==> config.mk <==
export PLATFORM = sky130hd
export DESIGN_NAME = riscv_mc_control_flat
export DESIGN_NICKNAME = d
export VERILOG_FILES = /design/src/rtl/riscv_mc_if.sv /design/src/rtl/riscv_mc_control.sv /design/src/flat_wrapper.sv
export SDC_FILE = /design/constraint.sdc
export NUM_CORES = 1
export LEC_CHECK = 0
export ABC_AREA = 0
export CORE_UTILIZATION = 44
export DETAILED_ROUTE_END_ITERATION = 8
export HOLD_SLACK_MARGIN = 0.03
export PLACE_DENSITY = 0.85
export SYNTH_ARGS = -nofsm -noshare
export SYNTH_HDL_FRONTEND = slang
export SYNTH_SLANG_ARGS = --single-unit
export TNS_END_PERCENT = 1
==> constraint.sdc <==
create_clock -name clk -period 3 [get_ports clk]
set_input_delay 0.6 -clock clk [delete_from_list [all_inputs] [get_ports clk]]
set_output_delay 0.6 -clock clk [all_outputs]
set_load 0.005 [all_outputs]
==> src/rtl/riscv_mc_if.sv <==
// Control-side bundle of the multicycle RV32I core: IR fields, ALU flag and memory
// handshake inputs, plus every datapath enable/select the control FSM produces.
interface riscv_mc_if;
  logic [6:0] opcode;
  logic [2:0] funct3;
  logic       funct7b5;
  logic       zero;
  logic       mem_ready;
  logic       mem_req;
  logic       mem_we;
  logic       adr_src;
  logic       ir_write;
  logic       pc_write;
  logic       reg_write;
  logic [1:0] alu_src_a;
  logic [1:0] alu_src_b;
  logic [2:0] alu_ctrl;
  logic [1:0] result_src;
  logic [1:0] imm_src;
  logic       illegal;
  logic [3:0] state;

  // Handshake: mem_req/mem_we/adr_src are held stable from the first cycle the
  // request is raised until the rising edge on which mem_ready=1 completes it.
  modport master (
    input  opcode, funct3, funct7b5, zero, mem_ready,
    output mem_req, mem_we, adr_src, ir_write, pc_write, reg_write,
           alu_src_a, alu_src_b, alu_ctrl, result_src, imm_src, illegal, state
  );

  modport slave (
    output opcode, funct3, funct7b5, zero, mem_ready,
    input  mem_req, mem_we, adr_src, ir_write, pc_write, reg_write,
           alu_src_a, alu_src_b, alu_ctrl, result_src, imm_src, illegal, state
  );
endinterface

==> src/rtl/riscv_mc_control.sv <==
// Main control FSM of the multicycle RV32I core: walks fetch/decode/execute/memory/
// writeback and drives all datapath enables and selects from state and IR fields.
module riscv_mc_control (
  input  logic         clk,
  input  logic         rst_n,
  riscv_mc_if.master   bus
);

  typedef enum logic [3:0] {
    S_FETCH    = 4'd0,
    S_DECODE   = 4'd1,
    S_MEMADR   = 4'd2,
    S_MEMREAD  = 4'd3,
    S_MEMWB    = 4'd4,
    S_MEMWRITE = 4'd5,
    S_EXEC_R   = 4'd6,
    S_EXEC_I   = 4'd7,
    S_ALUWB    = 4'd8,
    S_BEQ      = 4'd9,
    S_JAL      = 4'd10,
    S_TRAP     = 4'd11
  } state_e;

  localparam logic [6:0] OP_LW  = 7'b0000011;
  localparam logic [6:0] OP_SW  = 7'b0100011;
  localparam logic [6:0] OP_R   = 7'b0110011;
  localparam logic [6:0] OP_I   = 7'b0010011;
  localparam logic [6:0] OP_BEQ = 7'b1100011;
  localparam logic [6:0] OP_JAL = 7'b1101111;

  state_e     state_q, state_d;
  logic       illegal_q, illegal_d;

  logic       mem_req_c, mem_we_c, ir_write_c, pc_write_c, reg_write_c;
  logic       adr_src_c;
  logic [1:0] src_a_c, src_b_c, result_src_c, imm_src_c;
  logic [2:0] alu_ctrl_c;

  function automatic logic alu_f3_ok(input logic [2:0] f3);
    return (f3 == 3'b000) || (f3 == 3'b010) || (f3 == 3'b110) || (f3 == 3'b111);
  endfunction

  function automatic logic [2:0] alu_dec(input logic [2:0] f3, input logic sub);
    case (f3)
      3'b000:  return sub ? 3'b001 : 3'b000;
      3'b010:  return 3'b101;
      3'b110:  return 3'b011;
      3'b111:  return 3'b010;
      default: return 3'b000;
    endcase
  endfunction

  function automatic logic [1:0] imm_of(input logic [6:0] op);
    case (op)
      OP_SW:   return 2'd1;
      OP_BEQ:  return 2'd2;
      OP_JAL:  return 2'd3;
      default: return 2'd0;
    endcase
  endfunction

  always_comb begin
    state_d      = state_q;
    illegal_d    = illegal_q;
    mem_req_c    = 1'b0;
    mem_we_c     = 1'b0;
    adr_src_c    = 1'b0;
    ir_write_c   = 1'b0;
    pc_write_c   = 1'b0;
    reg_write_c  = 1'b0;
    src_a_c      = 2'd0;
    src_b_c      = 2'd0;
    alu_ctrl_c   = 3'b000;
    result_src_c = 2'd0;
    imm_src_c    = 2'd0;

    case (state_q)
      S_FETCH: begin
        mem_req_c    = 1'b1;
        src_b_c      = 2'd2;
        result_src_c = 2'd2;
        if (bus.mem_ready) begin
          ir_write_c = 1'b1;
          pc_write_c = 1'b1;
          state_d    = S_DECODE;
        end
      end
      S_DECODE: begin
        src_a_c   = 2'd1;
        src_b_c   = 2'd1;
        imm_src_c = imm_of(bus.opcode);
        case (bus.opcode)
          OP_LW, OP_SW: state_d = (bus.funct3 == 3'b010) ? S_MEMADR : S_TRAP;
          OP_R:         state_d = alu_f3_ok(bus.funct3) ? S_EXEC_R : S_TRAP;
          OP_I:         state_d = alu_f3_ok(bus.funct3) ? S_EXEC_I : S_TRAP;
          OP_BEQ:       state_d = (bus.funct3 == 3'b000) ? S_BEQ : S_TRAP;
          OP_JAL:       state_d = S_JAL;
          default:      state_d = S_TRAP;
        endcase
      end
      S_MEMADR: begin
        src_a_c   = 2'd2;
        src_b_c   = 2'd1;
        // The immediate feeds the ALU here too, so keep the S/I format selected.
        imm_src_c = imm_of(bus.opcode);
        state_d   = (bus.opcode == OP_LW) ? S_MEMREAD : S_MEMWRITE;
      end
      S_MEMREAD: begin
        mem_req_c = 1'b1;
        adr_src_c = 1'b1;
        if (bus.mem_ready) state_d = S_MEMWB;
      end
      S_MEMWB: begin
        result_src_c = 2'd1;
        reg_write_c  = 1'b1;
        state_d      = S_FETCH;
      end
      S_MEMWRITE: begin
        mem_req_c = 1'b1;
        mem_we_c  = 1'b1;
        adr_src_c = 1'b1;
        if (bus.mem_ready) state_d = S_FETCH;
      end
      S_EXEC_R: begin
        src_a_c    = 2'd2;
        alu_ctrl_c = alu_dec(bus.funct3, bus.funct7b5);
        state_d    = S_ALUWB;
      end
      S_EXEC_I: begin
        src_a_c    = 2'd2;
        src_b_c    = 2'd1;
        imm_src_c  = imm_of(bus.opcode);
        alu_ctrl_c = alu_dec(bus.funct3, 1'b0);
        state_d    = S_ALUWB;
      end
      S_ALUWB: begin
        reg_write_c = 1'b1;
        state_d     = S_FETCH;
      end
      S_BEQ: begin
        src_a_c    = 2'd2;
        alu_ctrl_c = 3'b001;
        pc_write_c = bus.zero;
        state_d    = S_FETCH;
      end
      S_JAL: begin
        // PC <- target latched in DECODE while the ALU forms OldPC+4 for rd.
        src_a_c    = 2'd1;
        src_b_c    = 2'd2;
        pc_write_c = 1'b1;
        state_d    = S_ALUWB;
      end
      default: state_d = S_TRAP;
    endcase

    if (state_d == S_TRAP) illegal_d = 1'b1;
  end

  always_ff @(posedge clk or negedge rst_n) begin
    if (!rst_n) begin
      state_q   <= S_FETCH;
      illegal_q <= 1'b0;
    end else begin
      state_q   <= state_d;
      illegal_q <= illegal_d;
    end
  end

  // Enables are gated by rst_n so a reset mid-access withdraws them at once.
  assign bus.mem_req    = mem_req_c & rst_n;
  assign bus.mem_we     = mem_we_c & rst_n;
  assign bus.ir_write   = ir_write_c & rst_n;
  assign bus.pc_write   = pc_write_c & rst_n;
  assign bus.reg_write  = reg_write_c & rst_n;
  assign bus.adr_src    = adr_src_c;
  assign bus.alu_src_a  = src_a_c;
  assign bus.alu_src_b  = src_b_c;
  assign bus.alu_ctrl   = alu_ctrl_c;
  assign bus.result_src = result_src_c;
  assign bus.imm_src    = imm_src_c;
  assign bus.illegal    = illegal_q;
  assign bus.state      = state_q;

endmodule
==> src/flat_wrapper.sv <==
// flat-port wrapper written by rule: the top's interface ports become plain ports
module riscv_mc_control_flat 
  (clk, rst_n, bus_opcode, bus_funct3, bus_funct7b5, bus_zero, bus_mem_ready, bus_mem_req, bus_mem_we, bus_adr_src, bus_ir_write, bus_pc_write, bus_reg_write, bus_alu_src_a, bus_alu_src_b, bus_alu_ctrl, bus_result_src, bus_imm_src, bus_illegal, bus_state);
  riscv_mc_if bus_i ();
  input  logic clk;
  input  logic rst_n;
  input wire logic [$bits(bus_i.opcode)-1:0] bus_opcode;
  input wire logic [$bits(bus_i.funct3)-1:0] bus_funct3;
  input wire logic [$bits(bus_i.funct7b5)-1:0] bus_funct7b5;
  input wire logic [$bits(bus_i.zero)-1:0] bus_zero;
  input wire logic [$bits(bus_i.mem_ready)-1:0] bus_mem_ready;
  output wire logic [$bits(bus_i.mem_req)-1:0] bus_mem_req;
  output wire logic [$bits(bus_i.mem_we)-1:0] bus_mem_we;
  output wire logic [$bits(bus_i.adr_src)-1:0] bus_adr_src;
  output wire logic [$bits(bus_i.ir_write)-1:0] bus_ir_write;
  output wire logic [$bits(bus_i.pc_write)-1:0] bus_pc_write;
  output wire logic [$bits(bus_i.reg_write)-1:0] bus_reg_write;
  output wire logic [$bits(bus_i.alu_src_a)-1:0] bus_alu_src_a;
  output wire logic [$bits(bus_i.alu_src_b)-1:0] bus_alu_src_b;
  output wire logic [$bits(bus_i.alu_ctrl)-1:0] bus_alu_ctrl;
  output wire logic [$bits(bus_i.result_src)-1:0] bus_result_src;
  output wire logic [$bits(bus_i.imm_src)-1:0] bus_imm_src;
  output wire logic [$bits(bus_i.illegal)-1:0] bus_illegal;
  output wire logic [$bits(bus_i.state)-1:0] bus_state;
  assign bus_i.opcode = bus_opcode;
  assign bus_i.funct3 = bus_funct3;
  assign bus_i.funct7b5 = bus_funct7b5;
  assign bus_i.zero = bus_zero;
  assign bus_i.mem_ready = bus_mem_ready;
  assign bus_mem_req = bus_i.mem_req;
  assign bus_mem_we = bus_i.mem_we;
  assign bus_adr_src = bus_i.adr_src;
  assign bus_ir_write = bus_i.ir_write;
  assign bus_pc_write = bus_i.pc_write;
  assign bus_reg_write = bus_i.reg_write;
  assign bus_alu_src_a = bus_i.alu_src_a;
  assign bus_alu_src_b = bus_i.alu_src_b;
  assign bus_alu_ctrl = bus_i.alu_ctrl;
  assign bus_result_src = bus_i.result_src;
  assign bus_imm_src = bus_i.imm_src;
  assign bus_illegal = bus_i.illegal;
  assign bus_state = bus_i.state;
  riscv_mc_control u_core (.clk(clk), .rst_n(rst_n), .bus(bus_i));
endmodule
Word level (Yosys, flattened, before mapping)
Cells that the tools add are included.

Equality and inequality tests: 20. Muxes and demuxes: 26. Bitwise logic cells: 5. Reduce and logical (&&, ||, !) cells: 15.

Operators by type and width (number): $pmux 4 s7 (1); $mux 4 (6); $pmux 4 s5 (1); $pmux 3 s3 (2); $eq 4x3->1 const B (4); $eq 4x4->1 const B (4); $eq 7x6->1 const B (2); $eq 7x7->1 const B (2); $pmux 2 s2 (3); $pmux 3 s4 (1); $reduce_or 3->1 (4); $reduce_or 2->1 (5); $eq 4x2->1 const B (2); $eq 7x2->1 const B (1); $eq 7x5->1 const B (1); $mux 1 (7); $eq 3x3->1 const B (2); $pmux 2 s3 (1); $and 1x1->1 (5); $eq 4x1->1 const B (1); $logic_not 4->1 (1); $mux 2 (2); $reduce_or 4->1 (1); $eq 3x2->1 const B (1); other kinds (4) (6).

Flip-flop bits (word level): 5. Input bits: 15. Output and inout bits: 22. Logic and storage cells: 68.

Longest topological paths before layout
Word-level depth: 8. Depth in mapped cells: 7.

Worst setup path before layout
Ideal clock, no wire load.

Path type: register -> output. Start: register u_core.state_q[1] (netlist: u_core.bus.state[1]). End: output bus_pc_write. Arrival: 1.267 ns. Data required time: 2.400 ns. Path slack: 1.133 ns. Cell stages (with the launch flop): 8. Path buffers: 2. Cells stage by stage: dfrtp_1 buf_6 buf_6 nor2_2 nand2_1 a21oi_1 a31oi_1 nor3b_1.

Cells in the longest elaborated chain, start to end: 3. Elaborated cells on any way between the ends: 5. Classes of those cells: eq/ne (2); mux (1); bitwise (1); reduce/logical (1).

RTL lines: from (decl) (line riscv_mc_control.sv:31) `state_e state_q, state_d;`; from (signal assigned) (line riscv_mc_control.sv:164) `state_q <= state_d;`; $eq 4x4->1 or $logic_not 4->1 (tied branches) (line riscv_mc_control.sv:77) `case (state_q)`; $pmux 1 s3 (*) (line riscv_mc_control.sv:77); $and 1x1->1 (*) (line riscv_mc_control.sv:173) `assign bus.pc_write = pc_write_c & rst_n;`; to (decl) (line flat_wrapper.sv:16) `output wire logic [$bits(bus_i.pc_write)-1:0] bus_pc_write;`.

Mark *: on every way between the ends. The rest lies on a longest branch, timed or not.

Worst setup path after layout
Start: register u_core.state_q[1] (netlist: u_core.bus.state[1]). End: output bus_imm_src[1].

Cells in the longest elaborated chain, start to end: 3. Elaborated cells on any way between the ends: 5. Classes of those cells: eq/ne (3); mux (1); reduce/logical (1).

RTL lines: $eq 4x1->1 (tied with other cells) (line riscv_mc_control.sv:77); $reduce_or 3->1 (no source line) (*); $mux 2 (*); to (decl) (line flat_wrapper.sv:22) `output wire logic [$bits(bus_i.imm_src)-1:0] bus_imm_src;`.

Marks and branches as above.

==> flow_metrics.tcl <==
set metrics [dict create \
    status "finished, final reports clean" \
    first_iter_violations 15 \
    num_antenna_cells 0 \
    post-route-min-period_ns 2.72 \
    cts_tree "built" \
    tightest_slew_ns 0.577 \
    hpwl_um 1480 \
    io_buffer_count 36 \
    hold_path.class "flop to flop" \
    yosysWarnings 0 \
    p_seq_share_pct 19.2 \
    p_leak_uw 0.000445 \
    worstSetupPathType "flop to primary output" \
    yosysUniqueCellTypes 43 \
    die_w_um 44.1 \
    power_frac_comb_pct 73.2 \
    endpoint_kind "primary output" \
    track_usage_pct 21.3 \
    syn-cell-area_um2 781 \
    vias_per_cell 5.42 \
    grt_pass1_wl_um 3220 \
    syn-instance-count 102 \
    ant_nets 0 \
    cts_sinks 5 \
    path_clk_slew_ns 0.04 \
    power.internal_uw 583 \
    avgSynthCellArea_um2 7.65 \
    irDropWorstVdd_mv 0.630 \
    grt_max_degree 18 \
    layout_worst_path_cycle_share_pct 90.6 \
    placed_area_um2 1130 \
    numCtsBuffers 3 \
    clock_latency_ns 0.24 \
    first_pass_iters 6 \
    grt-ovfl-total 0 \
    initial_core_util_pct 49.5 \
    finalWirelength_um 1860 \
    clockPowerShare_pct 7.6 \
    hold_buffers 0 \
    start_kind "flop" \
    netSwitchingFraction_pct 43.1 \
    h-tree-depth 1 \
    switching_power_uw 443 \
    vias 845 \
    maxCapViolations 0 \
    synth_fp_nets 117 \
    fin_setup_tns_ns 0 \
    drive_above_1_share_pct 15.7 \
    total_power_uw 1030 \
    grt_pass1_vias 754 \
    crit_slowest_cell "dfrtp_1" \
    slew_headroom_pct 61.6 \
    worstPathArrival_ns 2.12 \
    grt_setup_unrepaired "no" \
    cts_setup_buffers 0 \
    slowest_delay_ns 0.59 \
    fin_skew_ns 0.00510 \
    area_growth_syn_to_layout_pct 48.4 \
    routabilityCongestion 0.858 \
    setup_viol 0 \
    report.final.hold_viol_count 0 \
    fp.coreArea_um2 1580 \
    drc 0 \
    path_cells "nor3b_1 > a21oi_1 > or2_1 > nor3_1 > clkdlybuf4s50_1" \
    fin_area_um2 1160 \
    ys_ff_latch 5 \
    seq_area_frac_synth_pct 16.0 \
    ctsResizeCount 0 \
    wire_per_inst_um 11.9 \
    cp.required_ns 2.40 \
    fmax_mhz 368 \
    die_y_um 44.1 \
    io_pins 37 \
    grt_antenna_before_repair 0 \
    cts_root_buf "clkbuf_4" \
    ctsLongestPathBuffers 2 \
    pwr_density_cell_nw_per_um2 886 \
    crit_fanout 12 \
    dieArea_um2 1950 \
    rows 14 \
    nNetsFinal 156 \
    slew_violations 0 \
]
[cell usage after synthesis, drive strengths merged]
master / count / area (µm²)
a21oi: 8 / 40.0
a221oi: 1 / 15.0
a31oi: 1 / 6.26
a41o: 1 / 10.0
and2: 1 / 6.26
and2b: 2 / 18.8
and3: 4 / 27.5
and4: 2 / 17.5
and4b: 1 / 10.0
buf: 8 / 73.8
dfrtp: 5 / 125
inv: 5 / 18.8
mux2i: 1 / 10.0
nand2: 10 / 37.5
nand2b: 1 / 6.26
nand3: 2 / 10.0
nand3b: 2 / 15.0
nor2: 11 / 43.8
nor2b: 4 / 25.0
nor3: 5 / 30.0
nor3b: 3 / 22.5
nor4: 1 / 12.5
nor4b: 3 / 47.5
o2111ai: 1 / 8.76
o211ai: 3 / 37.5
o21a: 1 / 7.51
o21ai: 7 / 35.0
o22ai: 1 / 6.26
o31ai: 1 / 7.51
o32ai: 1 / 8.76
or2: 1 / 6.26
or2b: 1 / 7.51
xnor2: 2 / 17.5
xor2: 1 / 8.76
[critical path: cells and delay by family, from the launching register on]
kind	cells	cell delay, ns
and+or+nand+nor	3	0.70
buffers and inverters	1	0.52
AOI/OAI and AO/OA	1	0.06
DFF	1	0.59
[flip-flops by register name, indices dropped and copies added (netlist names)]
register,count
u_core.bus.illegal,1
u_core.bus.state,4
[power by group through the flow]
stage	combinational [µW]	sequential (µW)	clock, µW
after floorplan	541	138	0
after global placement	737	197	0
after detailed placement	753	197	0
after CTS	757	195	80.6
after global routing	837	207	84.3
final	751	198	77.6
[stage by stage]
stage	hold WS (ns)	util [%]	std cells	setup WS (ns)
2_1_floorplan	0.304	-	102	1.13
3_3_place_gp	0.452	71.8	152	0.315
3_5_place_dp	0.464	71.8	152	0.279
4_1_cts	0.473	73.5	156	0.267
5_1_grt	0.499	73.5	156	0.135
6_report	0.468	73.5	156	0.283
[routing by layer]
layer	vias up	part of all wire, %	global-route usage (%)
met1	367	46	27.1
met2	27	49	37.6
met4	0	0	1.82
li1	451	-	-
met3	0	4.3	5.31
met5	-	0	0
[path summary, 6_finish.rpt]
| kind | from | endpoint | slack (ns) | cells past startpoint |
|---|---|---|---|---|
| min in group asynchronous | rst_n | u_core.bus.state[0] | 0.72 | 2 |
| worst max-delay path | u_core.bus.state[1] | bus_imm_src[1] | 0.28 | 5 |
| worst min-delay path | u_core.bus.illegal | u_core.bus.illegal | 0.47 | 1 |
| worst max register to register | u_core.bus.state[1] | u_core.bus.illegal | 1.16 | 6 |
| max in group asynchronous | rst_n | u_core.bus.illegal | 2.16 | 2 |
| worst min register to register | u_core.bus.illegal | u_core.bus.illegal | 0.47 | 1 |
[placed cells by master (no fill, tap or decap), types with 2 or more instances in the layout]
| cell | count |
|---|---|
| dfrtp_1 | 5 |
| nand2_1 | 10 |
| nor2b_1 | 4 |
| nor3b_1 | 3 |
| and4_1 | 2 |
| xnor2_1 | 2 |
| nand3_1 | 2 |
| clkdlybuf4s50_1 | 36 |
| o211ai_2 | 3 |
| a21oi_1 | 8 |
| inv_1 | 5 |
| o21ai_0 | 5 |
| nor2_1 | 10 |
| o21ai_1 | 2 |
| clkbuf_4 | 3 |
| buf_4 | 6 |
| nand3b_1 | 2 |
| nor3_1 | 4 |
| and3_1 | 2 |
| and3_2 | 2 |
[final cells by class]
type / instances / area [µm²]
Multi-Input combinational cell: 84 / 563
Fill cell: 123 / 418
Timing Repair Buffer: 42 / 405
Sequential cell: 5 / 125
Clock buffer: 4 / 26.3
Tap cell: 16 / 20.0
Inverter: 5 / 18.8
[kinds of logic after synthesis]
| family | count (synthesis) | share of synthesized area (%) |
|---|---|---|
| AO/OA/AOI/OAI | 26 | 23.4 |
| flip-flops | 5 | 16.0 |
| AND/OR/NAND/NOR | 54 | 44.1 |
| buffers and inverters | 13 | 11.9 |
| XOR/XNOR | 3 | 3.37 |
| multiplexers | 1 | 1.28 |
Note: power is estimated with default switching activity, not from simulation.
